**config.mk**
```make
export PLATFORM = sky130hd
export DESIGN_NAME = data_peak_stage3_detector
export DESIGN_NICKNAME = d
export VERILOG_FILES = /design/src/rtl/data_peak_stage3_detector_pkg.sv /design/src/rtl/data_peak_stage3_detector_tracker.sv /design/src/rtl/data_peak_stage3_detector.sv
export SDC_FILE = /design/constraint.sdc
export NUM_CORES = 1
export LEC_CHECK = 0
export CAP_MARGIN = 30
export CORE_MARGIN = 2
export CORE_UTILIZATION = 35
export CTS_BUF_LIST = sky130_fd_sc_hd__clkbuf_4 sky130_fd_sc_hd__clkbuf_8 sky130_fd_sc_hd__clkbuf_16
export DETAILED_ROUTE_END_ITERATION = 6
export GPL_ROUTABILITY_DRIVEN = 0
export HOLD_SLACK_MARGIN = 0.03
export SLEW_MARGIN = 20
export SYNTH_ARGS = -nofsm -noshare
export SYNTH_HDL_FRONTEND = slang
export SYNTH_SLANG_ARGS = --single-unit
```
**constraint.sdc**
```tcl
create_clock -name SysClk -period 2.4 [get_ports SysClk]
set_input_delay 0.48 -clock SysClk [delete_from_list [all_inputs] [get_ports SysClk]]
set_output_delay 0.48 -clock SysClk [all_outputs]
set_load 0.1 [all_outputs]
```
**src/rtl/data_peak_stage3_detector_pkg.sv**
```systemverilog
// Shared definitions for the stage-3 peak detector: state encoding and record constants.
package data_peak_stage3_detector_pkg;

  typedef enum logic [1:0] {
    IDLE   = 2'd0,
    READ   = 2'd1,
    REPORT = 2'd2
  } stateT;

  localparam int RECORD_LEN_DEF = 64;
  localparam int BASE_CNT       = 4;

endpackage

```
**src/rtl/data_peak_stage3_detector_tracker.sv**
```systemverilog
// Per-record max/index/above-threshold accumulator, cleared at record start.
// PEAK_BASELINE_EN: the first BASE_CNT samples form a baseline subtracted from later samples.
module data_peak_tracker
  import data_peak_stage3_detector_pkg::*;
#(
  parameter int IDX_W = 6
) (
  input  logic             SysClk,
  input  logic             Reset,
  input  logic             clr,
  input  logic             sampleStb,
  input  logic [IDX_W-1:0] sampleIdx,
  input  logic [7:0]       sample,
  input  logic [7:0]       thr,
  output logic [7:0]       maxVal,
  output logic [IDX_W-1:0] maxIdx,
  output logic [IDX_W:0]   aboveCnt
);

  logic [7:0] level;
  logic       evalEn;
  logic       firstEval;

`ifdef PEAK_BASELINE_EN
  logic [9:0] baseSum;
  logic [7:0] baseline;

  assign baseline  = baseSum[9:2];
  assign level     = (sample > baseline) ? sample - baseline : 8'd0;
  assign evalEn    = sampleIdx >= IDX_W'(BASE_CNT);
  assign firstEval = sampleIdx == IDX_W'(BASE_CNT);

  always_ff @(posedge SysClk or posedge Reset) begin
    if (Reset) begin
      baseSum <= '0;
    end else if (clr) begin
      baseSum <= '0;
    end else if (sampleStb && !evalEn) begin
      baseSum <= baseSum + {2'b00, sample};
    end
  end
`else
  assign level     = sample;
  assign evalEn    = 1'b1;
  assign firstEval = sampleIdx == '0;
`endif

  // Strict compare keeps the first occurrence of a tied maximum.
  always_ff @(posedge SysClk or posedge Reset) begin
    if (Reset) begin
      maxVal   <= '0;
      maxIdx   <= '0;
      aboveCnt <= '0;
    end else if (clr) begin
      maxVal   <= '0;
      maxIdx   <= '0;
      aboveCnt <= '0;
    end else if (sampleStb && evalEn) begin
      if (firstEval || (level > maxVal)) begin
        maxVal <= level;
        maxIdx <= sampleIdx;
      end
      if (level > thr) begin
        aboveCnt <= aboveCnt + 1'b1;
      end
    end
  end

endmodule

```
**src/rtl/data_peak_stage3_detector.sv**
```systemverilog
// Stage-3 consumer: drains one record from the stage-2 buffer and reports peak/index/above-count.
// Optional macro PEAK_BASELINE_EN enables baseline subtraction inside the tracker.
//
// state  | meaning
// IDLE   | waiting for DataAvailable; no requests issued
// READ   | requesting bytes and accumulating samples until RECORD_LEN received
// REPORT | summary presented with PeakValid until PeakReady
module data_peak_stage3_detector
  import data_peak_stage3_detector_pkg::*;
#(
  parameter int RECORD_LEN = RECORD_LEN_DEF,
  parameter int IDX_W      = 6
) (
  input  logic             SysClk,
  input  logic             Reset,
  input  logic             DataAvailable,
  input  logic             DataValid,
  input  logic [7:0]       DataIn,
  output logic             DataRead,
  input  logic [7:0]       Threshold,
  output logic             PeakValid,
  input  logic             PeakReady,
  output logic [7:0]       PeakValue,
  output logic [IDX_W-1:0] PeakIndex,
  output logic [IDX_W:0]   AboveCount,
  output logic             StrayData
);

  localparam logic [IDX_W:0] LEN = (IDX_W + 1)'(RECORD_LEN);

  stateT          state;
  stateT          stateNext;
  logic [IDX_W:0] reqCnt;
  logic [IDX_W:0] reqCntNext;
  logic [IDX_W:0] rxCnt;
  logic [7:0]     thrQ;
  logic           startRec;
  logic           acceptSample;
  logic           dataReadNext;

  always_comb begin
    stateNext    = state;
    startRec     = 1'b0;
    acceptSample = 1'b0;
    case (state)
      IDLE: begin
        if (DataAvailable) begin
          stateNext = READ;
          startRec  = 1'b1;
        end
      end
      READ: begin
        acceptSample = DataValid;
        if (DataValid && (rxCnt == LEN - 1'b1)) begin
          stateNext = REPORT;
        end
      end
      REPORT: begin
        if (PeakReady) begin
          stateNext = IDLE;
        end
      end
      default: stateNext = IDLE;
    endcase

    // DataRead is registered, so the request decision uses the post-edge count.
    reqCntNext   = startRec ? '0 : (DataRead ? reqCnt + 1'b1 : reqCnt);
    dataReadNext = (stateNext == READ) && DataAvailable && (reqCntNext < LEN);
  end

  always_ff @(posedge SysClk or posedge Reset) begin
    if (Reset) begin
      state     <= IDLE;
      reqCnt    <= '0;
      rxCnt     <= '0;
      thrQ      <= '0;
      DataRead  <= 1'b0;
      StrayData <= 1'b0;
    end else begin
      state    <= stateNext;
      reqCnt   <= reqCntNext;
      DataRead <= dataReadNext;
      if (startRec) begin
        rxCnt <= '0;
        thrQ  <= Threshold;
      end else if (acceptSample) begin
        rxCnt <= rxCnt + 1'b1;
      end
      if (DataValid && (state != READ)) begin
        StrayData <= 1'b1;
      end
    end
  end

  assign PeakValid = (state == REPORT);

  data_peak_tracker #(
    .IDX_W (IDX_W)
  ) uTracker (
    .SysClk    (SysClk),
    .Reset     (Reset),
    .clr       (startRec),
    .sampleStb (acceptSample),
    .sampleIdx (rxCnt[IDX_W-1:0]),
    .sample    (DataIn),
    .thr       (thrQ),
    .maxVal    (PeakValue),
    .maxIdx    (PeakIndex),
    .aboveCnt  (AboveCount)
  );

endmodule

```
==> results.ini <==
[logic_synthesis]
syn_nets=271
synth-async-reset-ratio=1.00
synthTopCellsByCount=dfrtp_1 (47), nand2_1 (21), ha_1 (20), inv_1 (19), a22o_1 (15)
synth_area_leader_cell=dfrtp_1
syn_area_um2=2440
avgSynthCellArea_um2=10.6
synth.top_cell.area_share=0.482
synthTopCellsByArea=dfrtp_1 (48%), ha_1 (10%), a22o_1 (5.4%), nand2_1 (3.2%), inv_1 (2.9%)
synth_edf_count=0
synth_most_common_cell=dfrtp_1
synth.distinct_cells=42
ys.warnings.count=0
syn-instance-count=230
synth-seq-area-share=0.482
synth_seq_cells=47
synthFlopType=dfrtp_1

[worst_setup_path]
worstSetupEndpointType=register
timing.critical_path.arrival_ns=2.48
path_max_fanout=14
required_ns=2.64
critPathKind=input port to register
cp-start-kind=input port
rr_worst_depth=7

[finish]
n_fill_cell=641
instances_no_fill=362
diodes=0
area_delta_synth_final_pct=25.1
drive_gt1_frac=0.188
final_net_count=322

[cts]
cts_hold_buf=0
numCtsBuffers=5
cts-htree-levels=2
cts.clk_slew.worst_paths_ns=0.09
cts-root-buf=clkbuf_8
postCtsSetupRepairBufs=0
cts_buffer_depth=2
insertion_delay_ns=0.30
numClockSinks=47
cts_tree=yes
cts_resized=0

[place]
place_inst=354
place_hpwl_mm=3.80
io_buffers=44

[sta]
slew_headroom=0.595
fin_setup_tns_ns=0
timing.fmax_mhz=447
worstMarginPinSlew_ns=0.606
fin_skew_ns=0.00679
rsz0062_at_grt=false
drv_slew=0
hold_violations=0
fin_crit_ns=2.24
fin_crit_sh=0.932
finalSetupViolations=0

[power_and_ir_drop]
powerDensity_nw_per_um2=1310
ir_worst_vdd_mv=0.501
power_leakage_nw=1.49

[floorplan]
initial_utilization=0.361
fp.dieH_um=87.5
fp-row-count=30
die-area_um2=7660
core_area_um2=6760
io_pins=45
die_w_um=87.5

[detailed_routing]
top_layer_used=met4
ant_nets=0
wirelength_mm=5.05
drc=0
drt_pass1_iterations=2
wl_per_cell_um=14.0
drt_iter0_markers=63
wl_met3_um=181
wl_met1_mm=2.67
num_vias=1827
via_per_inst=5.05
route.met2.wl_mm=2.15

[outcome]
status=complete, no violations

[flow_run]
drv_cap=0

[global_routing]
grt_first_pass_wirelength_mm=8.44
grt_pass1_vias=1697
grt_usage=0.140
antenna_found_initial=0
grt-ovfl-total=0
grt_max_degree=31

[worst_hold_path]
hold_class=input port to asynchronous set/reset pin

-- critical path, stage by stage --
cell and delay, ns:
clkdlybuf4s50_1 0.46, ha_1 0.32, nor2b_1 0.13, o211ai_1 0.09
a21o_1 0.20, a211oi_4 0.56, a22o_1 0.24
-- flip-flops by register name (all words and copies together), names as in the netlist --
name               flops
DataRead               1
reqCnt                 7
StrayData              1
uTracker.aboveCnt      7
state                  2
thrQ                   8
uTracker.maxIdx        6
uTracker.maxVal        8
rxCnt                  7
-- layout make-up --
cell class	instances	area (µm²)	share of cell area
inverters	19	71.3	0.0233
repair buffers	50	438	0.143
multi-input cells	158	1160	0.380
well taps	80	100	0.0328
clock buffers	8	104	0.0340
flip-flops and latches	47	1180	0.387
-- worst paths after layout --
check | startpoint | endpoint | slack (ns)
setup / recovery | DataIn[1] | uTracker.maxIdx[2] | 0.16
setup reg to reg | uTracker.maxVal[1] | uTracker.maxIdx[2] | 0.42
min in group SysClk | StrayData | StrayData | 0.48
hold reg to reg | StrayData | StrayData | 0.48
max in group asynchronous | Reset | uTracker.maxVal[7] | 1.41
hold / removal | Reset | uTracker.aboveCnt[6] | 0.48
-- per-stage QoR --
stage,hold slack [ns],power (W),utilization,worst slack [ns],area (µm²)
after floorplan,0.450,0.00303,-,0.0103,2450
after global placement,0.451,0.00347,0.437,-0.113,2950
after detailed placement,0.472,0.00350,0.437,-0.175,2950
after CTS,0.494,0.00404,0.452,0.157,3060
after global routing,0.512,0.00427,0.452,0.000902,3060
final,0.479,0.00401,0.452,0.163,3060
-- metal layers --
metal | vias to the layer above | track usage
met5 | - | 0
met4 | 0 | 0.0462
met3 | 4 | 0.0292
met2 | 32 | 0.199
met1 | 863 | 0.212
li1 | 928 | -
-- cells by family after synthesis --
logic type | share of synthesized area
and+or+nand+nor | 0.143
AOI/OAI and AO/OA | 0.172
DFF | 0.482
buffers and inverters | 0.0435
adders and majority gates | 0.102
xor gates and xnor gates | 0.0323
muxes | 0.0246
-- layout by cell type, fill, tap and decap left out, types with 3 or more instances in the layout --
master,n
dfrtp_1,42
buf_4,29
nand2_1,21
ha_1,20
clkdlybuf4s50_1,20
inv_1,18
a22o_1,15
o21ai_0,13
nor2_1,12
nand4_1,9
a21oi_1,8
xor2_1,7
clkbuf_8,7
mux2i_1,6
dfrtp_2,5
a21o_1,4
o21ai_1,3
nand3_1,3
nand2b_1,3
o2111ai_1,3
-- where the power goes --
part | total [W] | switching [W] | internal (W)
registers | 0.00132 | 0.000240 | 0.00108
clock network | 0.000542 | 0.000267 | 0.000275
logic | 0.00215 | 0.00151 | 0.000638
total | 0.00401 | 0.00202 | 0.00199
Note: power is estimated with default switching activity, not from simulation.
